`config.mk`:
```
export PLATFORM = sky130hd
export DESIGN_NAME = unlock_arbiter_ctrl
export DESIGN_NICKNAME = d
export VERILOG_FILES = /design/src/rtl/unlock_arbiter_ctrl.sv
export SDC_FILE = /design/constraint.sdc
export NUM_CORES = 1
export LEC_CHECK = 0
export ABC_AREA = 1
export BUFFER_PORTS_ARGS = -buffer_cell sky130_fd_sc_hd__buf_2
export CELL_PAD_IN_SITES_DETAIL_PLACEMENT = 1
export CELL_PAD_IN_SITES_GLOBAL_PLACEMENT = 1
export CORE_MARGIN = 8
export CORE_UTILIZATION = 25
export CTS_CLUSTER_DIAMETER = 40
export CTS_CLUSTER_SIZE = 12
export DETAILED_ROUTE_END_ITERATION = 8
export PLACE_DENSITY_LB_ADDON = 0.15
export SLEW_MARGIN = 20
export SYNTH_ARGS = -nofsm -noshare
export SYNTH_HDL_FRONTEND = slang
export SYNTH_SLANG_ARGS = --single-unit
```
`constraint.sdc`:
```
create_clock -name clk -period 1.8 [get_ports clk]
set_clock_uncertainty 0.05 [all_clocks]
set_input_delay 0.36 -clock clk [delete_from_list [all_inputs] [get_ports clk]]
set_output_delay 0.36 -clock clk [all_outputs]
set_load 0.02 [all_outputs]
```
`src/rtl/unlock_arbiter_ctrl.sv`:
```
// Arbitrates two key-submit requesters onto a single key comparator guarding the lock
// register; consecutive failures trigger a fixed-length lockout.
module unlock_arbiter_ctrl #(
    parameter int               KEY_W       = 32,
    parameter logic [KEY_W-1:0] KEY         = 32'hA5C3_5A3C,
    parameter int               MAX_FAIL    = 3,
    parameter int               LOCKOUT_CYC = 1024,
    localparam int              FW          = $clog2(MAX_FAIL + 1)
) (
    input  logic               clk,
    input  logic               reset,
    input  logic [1:0]         req_valid,
    input  logic [2*KEY_W-1:0] req_key,
    output logic [1:0]         req_ready,
    output logic               resp_valid,
    output logic               resp_ok,
    output logic               resp_id,
    input  logic               relock,
    output logic               locked,
    output logic               lockout,
    output logic [FW-1:0]      fail_cnt
);
    localparam int TW = $clog2(LOCKOUT_CYC + 1);

    typedef enum logic [1:0] {S_LOCKED, S_CHECK, S_UNLOCKED, S_LOCKOUT} state_t;

    state_t        state_q, state_d;
    logic [FW-1:0] fail_q, fail_d;
    logic [TW-1:0] timer_q, timer_d;
    logic          rr_q, rr_d;
    logic          resp_valid_q, resp_valid_d;
    logic          resp_ok_q, resp_ok_d;
    logic          resp_id_q, resp_id_d;
    logic          locked_q, locked_d;
    logic          lockout_q, lockout_d;

    logic [1:0]       grant;
    logic             xfer;
    logic             gid;
    logic [KEY_W-1:0] gkey;
    logic [FW-1:0]    fail_inc;

    // rr_q names the preferred requester; the loser is preferred next time.
    always_comb begin
        grant = 2'b00;
        if (req_valid[rr_q])       grant[rr_q]  = 1'b1;
        else if (req_valid[!rr_q]) grant[!rr_q] = 1'b1;
    end

    assign req_ready = (state_q == S_LOCKED && !reset) ? grant : 2'b00;
    assign xfer      = |req_ready;
    assign gid       = req_ready[1];
    assign gkey      = req_key[gid*KEY_W +: KEY_W];
    assign fail_inc  = fail_q + 1'b1;

    always_comb begin
        state_d = state_q;
        fail_d  = fail_q;
        timer_d = timer_q;
        rr_d    = rr_q;
        case (state_q)
            S_LOCKED: begin
                if (xfer) begin
                    state_d = S_CHECK;
                    rr_d    = ~gid;
                end
            end
            S_CHECK: begin
                if (resp_ok_q) begin
                    fail_d  = '0;
                    state_d = S_UNLOCKED;
                end else begin
                    fail_d = fail_inc;
                    if (fail_inc == FW'(MAX_FAIL)) begin
                        state_d = S_LOCKOUT;
                        timer_d = TW'(LOCKOUT_CYC - 1);
                    end else begin
                        state_d = S_LOCKED;
                    end
                end
            end
            S_UNLOCKED: begin
                if (relock) state_d = S_LOCKED;
            end
            S_LOCKOUT: begin
                if (timer_q == '0) begin
                    state_d = S_LOCKED;
                    fail_d  = '0;
                end else begin
                    timer_d = timer_q - 1'b1;
                end
            end
            default: state_d = S_LOCKED;
        endcase
    end

    // Comparison is done at acceptance so the response is a plain register in CHECK.
    always_comb begin
        resp_valid_d = xfer;
        resp_ok_d    = xfer ? (gkey == KEY) : resp_ok_q;
        resp_id_d    = xfer ? gid : resp_id_q;
        locked_d     = (state_d != S_UNLOCKED);
        lockout_d    = (state_d == S_LOCKOUT);
    end

    always_ff @(posedge clk or posedge reset) begin
        if (reset) begin
            state_q      <= S_LOCKED;
            fail_q       <= '0;
            timer_q      <= '0;
            rr_q         <= 1'b0;
            resp_valid_q <= 1'b0;
            resp_ok_q    <= 1'b0;
            resp_id_q    <= 1'b0;
            locked_q     <= 1'b1;
            lockout_q    <= 1'b0;
        end else begin
            state_q      <= state_d;
            fail_q       <= fail_d;
            timer_q      <= timer_d;
            rr_q         <= rr_d;
            resp_valid_q <= resp_valid_d;
            resp_ok_q    <= resp_ok_d;
            resp_id_q    <= resp_id_d;
            locked_q     <= locked_d;
            lockout_q    <= lockout_d;
        end
    end

    assign resp_valid = resp_valid_q;
    assign resp_ok    = resp_ok_q;
    assign resp_id    = resp_id_q;
    assign locked     = locked_q;
    assign lockout    = lockout_q;
    assign fail_cnt   = fail_q;

endmodule

```
==> results by group, run 1 <==
Worst setup path
  – CP Launch Type: register
  – Critical R2R Launch: timer_q[0]
  – CP Max Fanout: 3
  – R2R Setup Slk: 0.24 ns
  – Crit end category: output pin
  – FF-to-FF path depth: 9
  – CP endpoint: req_ready[1]
  – Worst EP required: 1.39 ns
  – R2r endpoint: timer_q[4]
  – CP Class: reg -> out
  – Worst EP arrival: between 1 and 1.5 ns
  – CP Launch Point: state_q[0]

CTS
  – Clk slew on worst S/H paths: 0.09 ns
  – Max clock buf depth: 2
  – Skew-Pair Late Insertion Delay: roughly 0.27 ns
  – H-Tree Depth: 1
  – CTS tree: done
  – Clock Sinks: 21
  – Total CTS buffers: 3
  – Root Buffer: clkbuf_8

Drt
  – DR vias: about 1600
  – Routed wire length: approximately 4600 um
  – Drt via density: 4.29
  – Routed Antenna Nets: 0
  – DR WL/cell: 12.2 um
  – Remaining DRCs: 0
  – Iter 0 DRT Violations: 21
  – TritonRoute pass-1 iters: 4

Floorplan
  – Row count: 28
  – Chip width: between 90 and 100 um
  – Chip Height: 93.2 um
  – Ports: 78
  – Initial Util: around 25%
  – Die area: 8690 sq um
  – Core area: a little under 6000 sq um

Min path
  – Hold crit path type: in -> async

STA
  – Final Hold Fails: 0
  – Slew @ Worst Pin: between 0.3 and 0.4 ns
  – Achievable Freq: 0.594 GHz
  – RSZ-0062 raised after global routing: false
  – Setup WS post-layout: 0.115 ns
  – Fin. max-slew vios: 0
  – Crit path time final: 1.68 ns
  – Fin crit share: between 90 and 100%
  – Setup TNS: 0 ns
  – Final Setup Violations: 0
  – Max transition margin: ~80%

Power
  – Clock share of power: 14.3%
  – Power Total: roughly 0.0023 W
  – Net switching power: approximately 0.0011 W
  – Power share of the combinational group: between 40% and 50%
  – Leakage: about 1.1 nW
  – Cell Int Power: approximately 0.0013 W
  – Switching share of power: a little under half
  – Seq pwr share: 36.7%
  – Maximum vdd drop: around 0.00043 V
  – Cell Pwr Density: roughly 1100 nW/um^2

Placed design
  – DP Area: a little under 2000 sq um
  – GP Congestion: ~0.74
  – Post-DP HPWL: approximately 3900 um
  – Pre-CTS setup slack: roughly 0.25 ns
  – IO Port Bufs: 77

Layout
  – Share of layout cells above drive strength 1: 32.8%
  – Nets@finish: around 380
  – Multi-input gate area: 808 sq um
  – Commonest non-fill, non-tap cell in the layout: buf_2
  – Most frequent cells in the layout: buf_2 (77), nand2_1 (69), inv_1 (39)
  – Antenna cells: 0
  – Post-route cell area: just over 2000 sq um
  – FF/Latch Area: 527 sq um
  – Syn-to-layout area delta: 35.7%
  – Filler cells: slightly below 800

Global route
  – Initial antenna violation count: 0
  – Gr usage total: between 10% and 20%
  – Global-route wire length before repair: 8050 um
  – Largest net degree at the start of global routing: 22
  – Vias in the first global route: approximately 1900
  – GRT overflow: 0

Logic synthesis
  – Synthesized net count: between 200 and 300
  – FF+latch count, synth: 21
  – Sequential area share after synthesis: approximately a third
  – Syn. warnings: 0
  – Mapped Cells: 220
  – Syn avg cell area: 6.78 sq um
  – Cell area after synthesis: ~1500 sq um
  – Netlist cell types: 24

Job
  – MaxCap Viol Count: 0

Outcome
  – Status: finished clean
## kinds of logic after synthesis
logic type / after synthesis / share of synthesized area (%)
buffers and inverters: 40 / 10.8
flip-flops: 21 / 35.3
AND/OR/NAND/NOR: 140 / 43.9
AO/OA/AOI/OAI: 15 / 6.88
XOR/XNOR: 1 / 0.587
adder cells (fa/ha/maj): 3 / 2.52
## how the worst min path moves through the flow
stage	to	cells after the start	slack [ns]
detailed placement	resp_ok	3	0.37
CTS	timer_q[0]	3	0.08
floorplan	fail_cnt[0]	1	0.29
global placement	rr_q	3	0.38
global route	timer_q[0]	3	0.1
finish	timer_q[0]	3	0.07
## flip-flops by register name (all words and copies together), names as in the netlist
register / flops
fail_cnt: 2
rr_q: 1
timer_q: 11
resp_valid: 1
state_q: 2
lockout: 1
locked: 1
resp_ok: 1
resp_id: 1
## layout make-up
| cell class | instances | share of cell area (%) |
|---|---|---|
| clock buffer | 3 | 2.04 |
| clock inverter | 1 | 0.371 |
| inverter | 39 | 7.23 |
| multi-input combinational | 159 | 39.9 |
| sequential | 21 | 26.0 |
| tap | 75 | 4.64 |
| timing repair buffer | 79 | 19.8 |
## stage by stage
step	hold slack, ns	utilization, %	instances
detailed placement	0.375	33.7	373
CTS	0.0796	34.5	377
global placement	0.380	33.7	373
global route	0.0993	34.6	377
floorplan	0.286	-	220
finish	0.0741	34.6	377
## what timing repair did
action / 4_1_cts / 5_1_grt
setup endpoints to repair: 0 / 2
gates resized for setup: 0 / 1
hold endpoints to repair: 0 / 0
hold buffers: 0 / 0
buffers inserted: 0 / 0
## synth_stat cells, drive strengths merged
master  count  area, sq um
a21oi       1         5.00
buf         1         15.0
dfrtp      20          500
dfstp       1         26.3
ha          3         37.5
inv        39          146
nand2      71          282
nand3      25          135
nand3b      2         15.0
nand4       3         18.8
nor2       28          144
nor3        9         45.0
o21ai      12         71.3
o21bai      2         26.3
or2         2         15.0
xor2        1         8.76
## worst max-delay path, cell delays in order (launching register included)
cell and delay (ns):
dfrtp_1 0.42, nor3_2 0.19, nand3b_1 0.14, inv_1 0.09, buf_2 0.17
## power by group through the flow
stage	sequential (W)	combinational (W)	clock [W]
2_1_floorplan	0.000895	0.000781	0
3_3_place_gp	0.000862	0.00113	0
3_5_place_dp	0.000859	0.00116	0
4_1_cts	0.000853	0.00116	0.000344
5_1_grt	0.000880	0.00131	0.000362
6_report	0.000849	0.00113	0.000331
## metal layers
metal	track usage [%]	routed length (um)	vias up
met5	0	0	-
li1	-	-	844
met3	4.65	371	2
met1	12.7	2070	724
met4	2.42	30	0
met2	19.6	2120	47
No activity file was read; power rests on OpenSTA's default activity.
==> run 2: changes to the inputs <==
--- a/config.mk
+++ b/config.mk
@@ -5,14 +5,13 @@
 export SDC_FILE = /design/constraint.sdc
 export NUM_CORES = 1
 export LEC_CHECK = 0
-export ABC_AREA = 1
 export BUFFER_PORTS_ARGS = -buffer_cell sky130_fd_sc_hd__buf_2
 export CELL_PAD_IN_SITES_DETAIL_PLACEMENT = 1
 export CELL_PAD_IN_SITES_GLOBAL_PLACEMENT = 1
 export CORE_MARGIN = 8
 export CORE_UTILIZATION = 25
 export CTS_CLUSTER_DIAMETER = 40
-export CTS_CLUSTER_SIZE = 12
+export CTS_CLUSTER_SIZE = 16
 export DETAILED_ROUTE_END_ITERATION = 8
 export PLACE_DENSITY_LB_ADDON = 0.15
 export SLEW_MARGIN = 20
==> run 2 against run 1 <==
Net effect:
- flip-flop and latch count stayed put
- worst setup slack got worse by 0.051 ns
- sequential share of layout area rose by 0.90 points
- maximum frequency is 3.0% lower
- die area is 12% lower
- highest routed layer unchanged
- combinational power shrank 22%
- synthesized area shrank 14%
- synthesized cell count is 40% lower
==> results by group, run 2 <==
Logic synthesis
  – Cell area after synthesis: about 1300 sq um
  – Sequential area share after synthesis: 41.1%
  – Synth Flop Type: dfrtp_1
  – Netlist cell types: 47
  – Syn avg cell area: roughly 9.8 sq um
  – FF+latch count, synth: 21
  – Dominant cells by area after synthesis: dfrtp_1 (39%), nand2_1 (3.5%), o21ai_0 (3.1%)
  – Top cell type's share of synthesized area: around 40%
  – Post-synth top area cell: dfrtp_1
  – Commonest cells in the netlist: dfrtp_1 (20), nand2_1 (12), inv_1 (10)
  – Post-synth EDFFs: 0
  – Async set or reset register ratio after synthesis: 100%
  – Mapped Cells: 131
  – Cell with the most instances after synthesis: dfrtp_1
  – Syn. warnings: 0
  – Synthesized net count: 203

Layout
  – Fin cells: a little under 300
  – Nets@finish: ~300
  – Syn-to-layout area delta: 53.8%
  – Commonest non-fill, non-tap cell in the layout: buf_2
  – Post-route cell area: between 1500 and 2000 sq um
  – Max reg flops: 11
  – Most flop-heavy register: timer_q
  – Antenna cells: 0
  – Fin util: 39.1%
  – Most frequent cells in the layout: buf_2 (77), dfrtp_1 (17), buf_4 (14)
  – Share of layout cells above drive strength 1: between 50% and 60%

Job
  – MaxCap Viol Count: 0

Placed design
  – IO Port Bufs: between 70 and 80
  – Dpl cells: between 200 and 300
  – DP Area: between 1500 and 2000 sq um
  – Post-DP HPWL: 3990 um
  – GP Congestion: around 0.81

Outcome
  – Status: finished clean

Global route
  – Gr usage total: 12.4%
  – Global-route wire length before repair: 7690 um
  – Vias in the first global route: between 1500 and 2000
  – Initial antenna violation count: 0
  – Largest net degree at the start of global routing: 21
  – GRT overflow: 0

Power
  – Leakage: 0.897 nW
  – Power share of the combinational group: between 40% and 50%
  – Switching share of power: around 40%
  – Cell Int Power: ~0.0012 W
  – Maximum vdd drop: between 0.0002 and 0.0003 V
  – Seq pwr share: ~42%
  – Cell Pwr Density: approximately 1000 nW/um^2
  – Clock share of power: approximately 15%
  – Net switching power: around 0.0008 W

Drt
  – Met1 WL: around 1900 um
  – Highest metal used: met4
  – Routed Antenna Nets: 0
  – Metal2 WL: between 2000 and 2500 um
  – Drt via density: around 4.8
  – Metal3 WL: between 300 and 400 um
  – TritonRoute pass-1 iters: 3
  – Iter 0 DRT Violations: 35
  – Routed wire length: 4640 um
  – DR vias: around 1400
  – DR WL/cell: between 15 and 20 um
  – Remaining DRCs: 0

CTS
  – Clk slew on worst S/H paths: ~0.080 ns
  – Max clock buf depth: 2
  – H-Tree Depth: 1
  – Clock Sinks: 21
  – Skew-Pair Late Insertion Delay: approximately 0.26 ns
  – Root Buffer: clkbuf_8
  – CTS tree: done
  – Total CTS buffers: 3

STA
  – Slew @ Worst Pin: 0.371 ns
  – Final Setup Violations: 0
  – Max transition margin: 75.1%
  – Achievable Freq: about 0.58 GHz
  – Fin crit share: 96.4%
  – Fin. max-slew vios: 0
  – Crit path time final: ~1.7 ns
  – Final Hold Fails: 0

Worst setup path
  – CP peak stage delay: 0.46 ns
  – Crit-path slowest cell: dfrtp_2
  – Crit end category: output pin
  – CP cell instances: nor3_4, nand3_2, inv_1, buf_2
  – CP Max Fanout: 6
  – CP Class: reg -> out
  – Worst EP arrival: 1.33 ns
  – CP Launch Type: register
  – Worst EP required: between 1 and 1.5 ns

Floorplan
  – Chip Height: ~90 um
  – Chip width: 87.6 um
  – Row count: 26
  – Ports: slightly below 80
  – Die area: approximately 7700 sq um
  – Core area: 5040 sq um
  – Initial Util: 25.4%

Min path
  – Hold crit path type: in -> reg
-- run 2: power by group through the flow --
stage	logic [W]	clock network [W]	registers, W
2_1_floorplan	0.000427	0	0.000883
3_3_place_gp	0.000774	0	0.000853
3_5_place_dp	0.000814	0	0.000869
4_1_cts	0.000830	0.000320	0.000873
5_1_grt	0.000996	0.000340	0.000907
6_report	0.000881	0.000310	0.000869
-- run 2: critical path: cells and delay by family (launching register included) --
family        cells  cell delay (ns)
buf+inv           2             0.26
flops             1             0.46
simple gates      2             0.36
-- run 2: per-layer routing --
layer	GRT usage, %	vias up
li1	-	690
met1	13.7	675
met2	22.4	46
met3	4.78	2
met4	1.88	0
met5	0	-
-- run 2: final timing paths --
check,start,endpoint,slack [ns],depth (start not counted)
max,state_q[0],req_ready[0],0.06,4
min,req_valid[0],rr_q,0.33,3
max reg2reg,timer_q[3],timer_q[8],0.07,4
min reg2reg,resp_id,resp_id,0.44,2
max in group asynchronous,reset,locked,0.74,4
min in group asynchronous,reset,resp_id,0.46,3
-- run 2: layout make-up --
class,count,area (sq um)
repair buffers,93,512
clock buffers,4,45.0
inverters,10,37.5
multi-input cells,98,758
flip-flops and latches,21,531
well taps,70,87.6
fillers,645,3070
-- run 2: what timing repair did --
action | 4_1_cts | 5_1_grt
cloned | 0 | 0
hold buffers | 1 | 0
endpoints found under the setup margin | 7 | 12
buffers inserted | 0 | 3
resized for setup | 5 | 10
hold endpoints to repair | 1 | 0
pin swaps | 1 | 2
-- run 2: cells by family after synthesis --
logic type	synth area share [%]
AO/OA/AOI/OAI	15.7
XOR/XNOR	2.05
adder cells (fa/ha/maj)	2.93
buffers and inverters	3.91
flip-flops	41.1
multiplexers	2.44
AND/OR/NAND/NOR	31.8
-- run 2: through the flow --
stage	hold WS, ns	total power [W]	setup slack (ns)	setup TNS, ns
after CTS	0.333	0.00202	0.00280	0
after floorplan	0.286	0.00131	0.103	0
final	0.332	0.00206	0.0641	0
after global placement	0.167	0.00163	-0.0216	-0.0216
after global routing	0.353	0.00224	-0.00409	-0.00921
after detailed placement	0.173	0.00168	-0.0149	-0.0410
==> run 3: changes to the inputs <==
--- a/config.mk
+++ b/config.mk
@@ -13,7 +13,7 @@
 export CTS_CLUSTER_DIAMETER = 40
 export CTS_CLUSTER_SIZE = 16
 export DETAILED_ROUTE_END_ITERATION = 8
-export PLACE_DENSITY_LB_ADDON = 0.15
+export PLACE_DENSITY_LB_ADDON = 0.1
 export SLEW_MARGIN = 20
 export SYNTH_ARGS = -nofsm -noshare
 export SYNTH_HDL_FRONTEND = slang
==> constraint.sdc (replaced) <==
create_clock -name clk -period 2 [get_ports clk]
set_clock_uncertainty 0.05 [all_clocks]
set_input_delay 0.4 -clock clk [delete_from_list [all_inputs] [get_ports clk]]
set_output_delay 0.4 -clock clk [all_outputs]
set_load 0.02 [all_outputs]
==> run 3 against run 2 <==
Net effect:
- total power is 16% lower
- first-iteration DRC count down 57%
- critical path depth unchanged
- critical path type unchanged
- largest cell class unchanged
==> results by group, run 3 (synthesis gave the netlist of run 2 again) <==
Drt
  – TritonRoute pass-1 iters: 4
  – Routed wire length: around 4600 um
  – DR WL/cell: ~16 um
  – Routed Antenna Nets: 0
  – Remaining DRCs: 0
  – Drt via density: ~4.8
  – DR vias: 1364
  – Iter 0 DRT Violations: 15

STA
  – Achievable Freq: ~0.54 GHz
  – Slew @ Worst Pin: approximately 0.34 ns
  – Setup TNS: 0 ns
  – Final Setup Violations: 0
  – Max transition margin: about three quarters
  – Fin. max-slew vios: 0
  – Crit path time final: 1.87 ns
  – Fin crit share: 93.4%
  – RSZ-0062 raised after global routing: false
  – Final Hold Fails: 0

Layout
  – Filler cells: about 600
  – Syn-to-layout area delta: 44.7%
  – Most frequent cells in the layout: buf_2 (77), dfrtp_1 (19), nand2_1 (12)
  – Antenna cells: 0
  – Max reg flops: 11
  – Nets@finish: 289
  – Post-route cell area: roughly 1900 sq um
  – Share of layout cells above drive strength 1: a little under half
  – Commonest non-fill, non-tap cell in the layout: buf_2
  – Most flop-heavy register: timer_q

Global route
  – Gr usage total: about 13%
  – Vias in the first global route: about 1600
  – Initial antenna violation count: 0
  – GRT overflow: 0
  – Largest net degree at the start of global routing: 15
  – Global-route wire length before repair: approximately 7600 um

CTS
  – H-Tree Depth: 1
  – Root Buffer: clkbuf_8
  – Post-CTS resize count: 1
  – Post-CTS Setup Repair Bufs: 0
  – Clk slew on worst S/H paths: roughly 0.09 ns
  – Total CTS buffers: 3
  – Skew-Pair Late Insertion Delay: 0.27 ns
  – CTS tree: done
  – Clock Sinks: 21
  – Max clock buf depth: 2
  – Hold buffer count at cts: 0

Job
  – MaxCap Viol Count: 0

Worst setup path
  – R2r endpoint: timer_q[7]
  – CP Class: reg -> out
  – Worst EP required: 1.55 ns
  – FF-to-FF path depth: 6
  – Crit end category: output pin
  – Critical R2R Launch: timer_q[1]
  – CP peak stage delay: roughly 0.48 ns
  – Worst EP arrival: ~1.4 ns
  – CP cell instances: nor3_4, nand3_1, inv_1, buf_2
  – R2R Setup Slk: about 0.22 ns
  – CP Max Fanout: 9
  – CP Launch Type: register
  – Crit-path slowest cell: dfrtp_2

Floorplan
  – Ports: roughly 80
  – Chip width: between 80 and 90 um
  – Core area: ~5000 sq um
  – Row count: 26
  – Chip Height: approximately 88 um
  – Initial Util: between 20% and 30%
  – Die area: ~7700 sq um

Min path
  – Hold crit path type: in -> async

Placed design
  – Post-DP HPWL: approximately 4000 um
  – IO Port Bufs: 77
  – GP Congestion: 0.725
  – DP Area: roughly 1800 sq um

Power
  – Cell Pwr Density: 937 nW/um^2
  – Leakage: 0.846 nW
  – Power Total: 0.00174 W
  – Maximum vdd drop: 0.000569 V

Outcome
  – Status: finished clean
## run 3: cell type report
cell class	count	area [sq um]	share of cell area, %
Clock inverter	1	7.51	0.405
Multi-Input combinational cell	98	722	38.9
Tap cell	70	87.6	4.72
Inverter	10	37.5	2.02
Timing Repair Buffer	83	430	23.2
Sequential cell	21	528	28.5
Clock buffer	3	41.3	2.23
## run 3: where the power goes
group	internal [W]	switching [W]	leakage [nW]	total [W]
logic	0.000294	0.000358	0.583	0.000652
clock network	0.000141	0.000151	0.0217	0.000292
registers	0.000591	0.000201	0.241	0.000793
total	0.00103	0.000710	0.846	0.00174
## run 3: worst max path at each step
stage	from	endpoint	slack, ns	depth (start not counted)
floorplan	timer_q[1]	fail_cnt[0]	0.20	7
global placement	req_key[8]	resp_ok	0.12	5
detailed placement	req_key[8]	resp_ok	0.13	5
CTS	state_q[0]	req_ready[1]	0.07	4
global route	state_q[0]	req_ready[0]	0.04	4
finish	state_q[0]	req_ready[0]	0.13	4
## run 3: routing by layer
| layer | vias up | wire [um] | track usage (%) |
|---|---|---|---|
| li1 | 665 | - | - |
| met1 | 667 | 1710 | 12.6 |
| met2 | 29 | 2630 | 24.9 |
| met3 | 3 | 234 | 4.41 |
| met4 | 0 | 7 | 1.88 |
| met5 | - | 0 | 0 |
## run 3: through the flow
stage	setup slack [ns]	cells	utilization (%)	hold slack [ns]
6_report	0.131	286	36.8	0.0437
5_1_grt	0.0440	286	36.8	0.0482
4_1_cts	0.0700	286	36.5	0.0465
3_5_place_dp	0.128	282	35.4	0.346
3_3_place_gp	0.116	282	35.4	0.336
2_1_floorplan	0.197	131	-	0.326
## run 3: worst max-delay path: cells and delay by family (launching register included)
family        cells  cell delay (ns)
flops             1             0.48
buf+inv           2             0.27
simple gates      2             0.38
